File: src/rtl/rv_core_mc.sv
// rv_core_mc: multi-cycle RV32I core executing OP-IMM and OP ALU groups.
// Ports: clk/rst_n, last_pc halt address, instr_req/instr_ack/instr fetch
// port with instr_addr=pc, retire/illegal pulses, halted level, and a
// combinational debug register read (dbg_rd_addr -> dbg_rd_data).
module rv_core_mc #(
  parameter int          XLEN     = 32,
  parameter int          NREGS    = 32,
  parameter logic [31:0] RESET_PC = 32'h0,
  parameter int          PC_STEP  = 4
) (
  input  logic            clk,
  input  logic            rst_n,
  input  logic [31:0]     last_pc,
  output logic            instr_req,
  output logic [31:0]     instr_addr,
  input  logic            instr_ack,
  input  logic [31:0]     instr,
  output logic            retire,
  output logic            illegal,
  output logic            halted,
  input  logic [4:0]      dbg_rd_addr,
  output logic [XLEN-1:0] dbg_rd_data
);

  localparam int AW = $clog2(NREGS);
  localparam logic [6:0] OP_IMM = 7'b0010011;
  localparam logic [6:0] OP_REG = 7'b0110011;
  localparam logic [6:0] F7_BASE = 7'b0000000;
  localparam logic [6:0] F7_ALT = 7'b0100000;

  typedef enum logic [1:0] {
    FETCH,
    EXEC,
    WB,
    HALT
  } state_t;

  typedef struct packed {
    logic [6:0] f7;
    logic [4:0] rs2;
    logic [4:0] rs1;
    logic [2:0] f3;
    logic [4:0] rd;
    logic [6:0] opc;
  } rtype_t;

  state_t          state;
  logic [31:0]     pc;
  rtype_t          ir;
  logic [XLEN-1:0] result;
  logic [XLEN-1:0] rf [NREGS];

  logic            is_imm;
  logic            is_reg;
  logic            f7_base;
  logic            f7_alt;
  logic            idx_bad;
  logic            legal;
  logic            lt_s;
  logic            lt_u;
  logic            we;
  logic [4:0]      shamt;
  logic [XLEN-1:0] imm;
  logic [XLEN-1:0] rs1_v;
  logic [XLEN-1:0] rs2_v;
  logic [XLEN-1:0] opb;
  logic [XLEN-1:0] alu;

  assign instr_addr = pc;

  assign is_imm  = (ir.opc == OP_IMM);
  assign is_reg  = (ir.opc == OP_REG);
  assign f7_base = (ir.f7 == F7_BASE);
  assign f7_alt  = (ir.f7 == F7_ALT);

  // Register indices wider than the file (RV32E) make the op illegal.
  // For OP-IMM the rs2 field is immediate bits, so it is not checked.
  assign idx_bad = (NREGS < 32) &&
                   (ir.rd[4] | ir.rs1[4] | (is_reg & ir.rs2[4]));

  assign imm   = {{(XLEN-12){ir.f7[6]}}, ir.f7, ir.rs2};
  assign rs1_v = rf[ir.rs1[AW-1:0]];
  assign rs2_v = rf[ir.rs2[AW-1:0]];
  assign opb   = is_reg ? rs2_v : imm;
  assign shamt = is_reg ? rs2_v[4:0] : ir.rs2;
  assign lt_s  = $signed(rs1_v) < $signed(opb);
  assign lt_u  = rs1_v < opb;

  always_comb begin
    legal = 1'b0;
    unique case (1'b1)
      is_imm: begin
        legal = 1'b1;
        if (ir.f3 == 3'b001)
          legal = f7_base;
        if (ir.f3 == 3'b101)
          legal = f7_base | f7_alt;
      end
      is_reg: begin
        legal = f7_base |
                (f7_alt & (ir.f3 == 3'b000 ||
                           ir.f3 == 3'b101));
      end
      default: legal = 1'b0;
    endcase
    if (idx_bad)
      legal = 1'b0;
  end

  // The funct3 datapath is shared by both groups; legality above
  // filters out encodings whose funct7 does not fit.
  always_comb begin
    alu = '0;
    case (ir.f3)
      3'b000: begin
        if (is_reg & f7_alt)
          alu = rs1_v - opb;
        else
          alu = rs1_v + opb;
      end
      3'b001: alu = rs1_v << shamt;
      3'b010: alu = {{(XLEN-1){1'b0}}, lt_s};
      3'b011: alu = {{(XLEN-1){1'b0}}, lt_u};
      3'b100: alu = rs1_v ^ opb;
      3'b101: begin
        if (f7_alt)
          alu = XLEN'($signed(rs1_v) >>> shamt);
        else
          alu = rs1_v >> shamt;
      end
      3'b110: alu = rs1_v | opb;
      3'b111: alu = rs1_v & opb;
      default: alu = '0;
    endcase
  end

  always_ff @(posedge clk or negedge rst_n) begin
    if (!rst_n) begin
      state     <= FETCH;
      pc        <= RESET_PC;
      ir        <= '0;
      result    <= '0;
      instr_req <= 1'b0;
      retire    <= 1'b0;
      illegal   <= 1'b0;
      halted    <= 1'b0;
    end else begin
      retire  <= 1'b0;
      illegal <= 1'b0;
      unique case (state)
        FETCH: begin
          // After reset the request comes up one cycle late;
          // afterwards WB raises it on the way back here.
          if (!instr_req) begin
            instr_req <= 1'b1;
          end else if (instr_ack) begin
            ir        <= rtype_t'(instr);
            instr_req <= 1'b0;
            state     <= EXEC;
          end
        end
        EXEC: begin
          result  <= alu;
          retire  <= 1'b1;
          illegal <= ~legal;
          state   <= WB;
        end
        WB: begin
          if (pc == last_pc) begin
            halted <= 1'b1;
            state  <= HALT;
          end else begin
            pc        <= pc + 32'(PC_STEP);
            instr_req <= 1'b1;
            state     <= FETCH;
          end
        end
        HALT: begin
          instr_req <= 1'b0;
          halted    <= 1'b1;
        end
        default: state <= FETCH;
      endcase
    end
  end

  // illegal is held for the whole WB cycle, so it gates the write.
  assign we = (state == WB) && !illegal && (ir.rd != 5'd0);

  always_ff @(posedge clk or negedge rst_n) begin
    if (!rst_n) begin
      for (int i = 0; i < NREGS; i++)
        rf[i] <= '0;
    end else if (we) begin
      rf[ir.rd[AW-1:0]] <= result;
    end
  end

  assign dbg_rd_data = (dbg_rd_addr == 5'd0) ? '0 :
                       rf[dbg_rd_addr[AW-1:0]];

endmodule

File: config.mk
export PLATFORM = sky130hd
export DESIGN_NAME = rv_core_mc
export DESIGN_NICKNAME = d
export VERILOG_FILES = /design/src/rtl/rv_core_mc.sv
export SDC_FILE = /design/constraint.sdc
export NUM_CORES = 2
export LEC_CHECK = 0
export BUFFER_PORTS_ARGS = -buffer_cell sky130_fd_sc_hd__buf_2
export CAP_MARGIN = 20
export CORE_MARGIN = 1.5
export CORE_UTILIZATION = 60
export DETAILED_ROUTE_END_ITERATION = 10
export PLACE_DENSITY = 0.81
export SKIP_LAST_GASP = 1
export SLEW_MARGIN = 40
export SYNTH_ARGS = -nofsm -noshare
export SYNTH_HDL_FRONTEND = slang
export SYNTH_SLANG_ARGS = --single-unit
File: constraint.sdc
create_clock -name clk -period 7.4 [get_ports clk]
set_input_delay 0 -clock clk [delete_from_list [all_inputs] [get_ports clk]]
set_output_delay 0 -clock clk [all_outputs]
set_load 0.005 [all_outputs]
Word level (Yosys, flattened, before mapping)
Cells that the tools add are included.

word-level totals
  bits of input ports = 72
  logic and storage cells = 140
  bits in registers = 1126

cells by class
  bitwise gates (word level) = 13
  $lt $le $gt $ge = 7
  shifts and indexed selects = 3
  add/subtract/negate cells = 3
  equality and inequality tests = 18
  reductions and logical operators = 18
  mux-type cells = 33

operators by type and width
  kind                                                                    count
  1024-bit bitwise mux                                                    1
  32-bit binary-select mux with 5-bit select                              3
  32-bit 2-to-1 mux                                                       11
  32-bit case mux with 8 select lines                                     1
  32-bit demux with 5-bit select                                          1
  32-bit < comparator                                                     2
  32-bit by 3-bit adder with 32-bit output (second input constant)        1
  32-bit adder                                                            1
  32-bit bitwise AND                                                      1
  32-bit equality test                                                    1
  32-bit bitwise OR                                                       1
  32-bit by 5-bit left shift with 32-bit output                           1
  32-bit by 5-bit right shift with 32-bit output                          1
  32-bit by 5-bit >>> shifter with 32-bit output                          1
  32-bit subtractor                                                       1
  32-bit XOR                                                              1
  6-bit greater-or-equal comparator (second input constant)               4
  5-bit inverter with 6-bit output                                        4
  7-bit by 6-bit equality test with 1-bit output (second input constant)  2
  3-bit equality test (second input constant)                             4
  1-bit 2-to-1 mux                                                        8
  2-bit inequality test (second input constant)                           4
  7-bit by 5-bit equality test with 1-bit output (second input constant)  1
  7-bit logical NOT                                                       1
  24 further kinds                                                        38

Depth between registers and ports, before layout
  depth after elaboration = 8
  gate-level depth with buffers = 28
  gate-level depth less buffers = 19

Worst setup path after synthesis
Ideal clock, no wire load.

  path kind = reg-to-reg
  start point = register ir, in the netlist imm[0]
  end point = register result[27]
  clock period less this slack = 5964 ps
  arrival = 5838 ps
  cell stages (with the launch flop) = 26
  slack = 1436 ps
  path through = dfrtp_1 buf_6 buf_6 buf_6 buf_6 buf_2 buf_2 buf_1 mux4_2 mux4_2 mux2i_1 nand2_1 o21ai_0 ha_1 clkbuf_1 a211o_1 a21oi_1 a221o_1 a31oi_1 a21oi_1 o31ai_1 o211ai_1 o311a_1 a21o_1 a211o_1 o32a_1

between the ends
  longest elaborated chain between the ends = 8

ends and longest elaborated chain
  what                                                    line      text
  from (decl)                                             49        rtype_t ir;
  from (signal assigned)                                  157       ir <= rtype_t'(instr);
  5-bit inverter with 6-bit output (implied by the code)  83        assign rs2_v = rf[ir.rs2[AW-1:0]];
  32-bit binary-select mux with 5-bit select              83
  32-bit 2-to-1 mux (implied by the code) (2 in a row)    83
  32-bit 2-to-1 mux or 5-bit 2-to-1 mux (tied branches)   84, 85
  32-bit adder (tied with other cells)                    119       alu = rs1_v + opb;
  32-bit 2-to-1 mux (on tied branches)                    116, 126
  32-bit case mux with 8 select lines (*)                 114       case (ir.f3)
  to (signal assigned)                                    163       result <= alu;
  to (decl)                                               50        logic [XLEN-1:0] result;

Mark *: on every way between the ends. The rest lies on a longest branch, timed or not. The select of a mux whose other input is x is not followed.
A chain may end at the register's enable or synchronous reset.

Worst setup path in the final report
  start point = register ir[16] in the netlist's numbering
  end point = register result[27]

between the ends
  longest elaborated chain between the ends = 7

ends and longest elaborated chain
  what                                                        line      text
  5-bit inverter with 6-bit output (implied by the code) (*)  82        assign rs1_v = rf[ir.rs1[AW-1:0]];
  32-bit binary-select mux with 5-bit select (*)              82
  32-bit 2-to-1 mux (implied by the code) (*) (2 in a row)    82
  32-bit adder (tied with other cells)                        119
  32-bit 2-to-1 mux (on tied branches)                        116, 126
  32-bit case mux with 8 select lines (*)                     114

Marks and branches as above.

==> reports/metrics.csv <==
stage,metric,value,unit
status,status,completed,
layout,fin_nets,6002,
hold_path,hp-start,instr[10],
clock_tree,tritoncts.num_buffers,119,
synth,syn_inst,5930,
power,p_leak,36.7,nW
run,drv_cap,0,
detailed_routing,drtPass1Iterations,8,
hold_path,min_path_type,in2reg,
synth,ys.flop_type,dfrtp_1,
detailed_routing,via_per_inst,7.89,
synth,yosysTopAreaCell,dfrtp_1,
place,portBuffers,137,
synth,yosysWarningCount,0,
detailed_routing,drc,0,
power,power.total,35.2,mW
clock_tree,cts_tree,yes,
sta,setup_tns,0,ps
detailed_routing,avgRoutedWirePerCell,36.9,um
sta,finalHoldViolCount,0,
synth,synth_edf_count,0,
clock_tree,cts_max_level,3,
clock_tree,ctsRootBufferMaster,clkbuf_16,
clock_tree,cts.path.max_buffers,3,
layout,final_util,0.659,
layout,syn_to_final_growth,9.29,%
layout,num-fill-cells,8547,
grt,antenna_found_initial,9,
grt,grt_pass1_vias,58500,
detailed_routing,drt_iter0_drc,9926,
sta,period_needed,6860,ps
grt,track_usage,0.436,
layout,drive_gt1_frac,0.417,
synth,seq_area_frac_synth,0.372,
sta,maxSlewHeadroom,0.329,
synth,ys_types,106,
critical_path,cp-start-kind,flop,
sta,fmax,146,MHz
synth,syn_avg_cell_area,12.8,um^2
clock_tree,path_clk_slew,70,ps
clock_tree,cts.sinks,1124,
die,initial_core_util,0.603,
synth,async_reset_ff_frac,1.00,
power,power.density,426,nW/um^2
die,dieWidth,358,um
clock_tree,clkLatencyLatePin,790,ps
critical_path,critPathKind,reg2reg,
grt,grt_max_degree,157,
detailed_routing,ant_nets,0,
synth,post-synth-top-area-fraction,0.372,
layout,layout_common_cells,"dfrtp_1 (1088), mux2_2 (1046), mux4_2 (732)",
critical_path,crit_fanout,59,
grt,grt_pass1_wl,405000,um
clock_tree,cts_resized,0,
die,fp.coreArea,125000,um^2
detailed_routing,dr_total_vias,59800,
critical_path,crit_arrival,7530,ps
place,dp_hpwl,175000,um
sta,finalSetupViolCount,0,
die,die_h,358,um
synth,yosys-top-cells-area,"dfrtp_1 (37%), mux4_2 (22%), mux2_2 (16%), mux2i_1 (5.6%), clkbuf_1 (1.8%)",
grt,overflow,0,
sta,holdWs,0.988,ps
critical_path,crit_start,ir[16],
sta,timing.final.crit_share,0.927,
die,die-area,128000,um^2
sta,skew,35.2,ps
die,rows,130,
power,peakVddDrop,0.310,mV
detailed_routing,wl,280000,um
critical_path,r2r_start,ir[16],
critical_path,worst_setup_path_end_kind,flop,
critical_path,cp.required,8070,ps
sta,maxSlewViolCount,0,
synth,syn-cell-area,75600,um^2
sta,rsz0062_at_grt,false,
synth,ys_seq_elements,1124,
die,io_pins,140,
sta,tightest_slew,1010,ps
layout,final_common_cell,dfrtp_1,
place,gp_congestion,1.02,
[layout make-up]
cell class                 instances  area (um^2)  area share
multi-input combinational       4078        44600       0.539
sequential                      1124        28200       0.341
clock buffer                     168         3420      0.0414
timing repair buffer             389         3400      0.0411
tap                             1650         2060      0.0250
clock inverter                    49          567     0.00686
inverter                         113          433     0.00524
antenna                            6         15.0    0.000182
[cells by family (layout without fill, tap and decap cells)]
group	after synthesis	in the layout	share of synthesized area
fa+ha+maj	105	105	0.0176
compound gates	855	855	0.0759
xor+xnor	85	85	0.00984
simple gates	828	828	0.0516
other cells	1	8	0.0000496
mux	2203	2203	0.430
buf+inv	729	719	0.0433
flops	1124	1124	0.372
[through the flow]
stage	area [um^2]	worst slack, ps	instances
after global placement	77400	832	7274
after detailed placement	77900	813	7289
final	82700	540	7577
after CTS	82500	805	7566
after global routing	82700	492	7571
after floorplan	75600	1440	5931
[synth_stat cells, types with 12 or more instances]
cell and n:
dfrtp_1 1124, o31ai_1 16, nand3_1 99, mux2i_1 424, or3_1 12, nor3_1 47
clkbuf_1 366, nand2_1 223, mux2_2 1046, o22ai_1 115, buf_1 103, a21o_1 24
and3_1 12, buf_2 61, nand4_1 23, a21oi_1 198, inv_1 108, ha_1 103
o221ai_1 23, o21ai_0 122, buf_4 48, a31o_2 23, a22o_1 14, nor2b_1 25
a22oi_1 73, nand2b_1 17, a211oi_1 43, a211o_1 12, xor2_1 43, nor2_1 265
a221oi_1 26, o211ai_1 23, xnor2_1 42, or2_2 12, a31oi_1 29, buf_6 36
nor4_1 34, mux4_2 732
[registers in the layout, summed over array words and instances (netlist names)]
signal	cells
rf	1024
result	32
instr_addr	30
ir	20
imm	12
state	2
halted	1
illegal	1
instr_req	1
retire	1
[timing repair]
| action | CTS | global route |
|---|---|---|
| hold buffers | 60 | 0 |
| hold endpoints to repair | 635 | 0 |
| setup buffers | 0 | 0 |
| endpoints found under the setup margin | 0 | 0 |
[where the power goes]
group | leakage [nW] | internal, mW | switching, mW
sequential | 15.4 | 7.77 | 2.96
combinational | 19.4 | 7.52 | 10.7
clock | 1.97 | 3.47 | 2.73
total | 36.7 | 18.8 | 16.4
[path summary, 6_finish.rpt]
kind,end,slack (ps),depth (start not counted)
worst max-delay path,result[27],540,16
worst min-delay path,ir[10],1,3
worst max register to register,result[27],540,16
worst min register to register,rf[1004],420,0
max in group asynchronous,rf[215],5590,6
min in group asynchronous,result[13],490,4
[routing by layer]
| layer | global-route usage | routed length (um) |
|---|---|---|
| met1 | 0.564 | 95400 |
| met2 | 0.611 | 119000 |
| met3 | 0.180 | 44700 |
| met4 | 0.266 | 20200 |
| met5 | 0.000370 | 129 |
[worst max-delay path, stage by stage, from the launching register on]
cell      delay [ps]
dfrtp_4          990
buf_12           430
mux2i_1          280
o22ai_1          100
nor4_1           670
nand3_1          700
ha_1             780
nand2_1          110
a221o_1          330
a31oi_1          210
a21oi_1          230
o31ai_1          450
o211ai_1         270
o311a_1          380
a21o_1           160
a211o_1          250
o32a_1           280
Power figures use the tool's default switching activity.
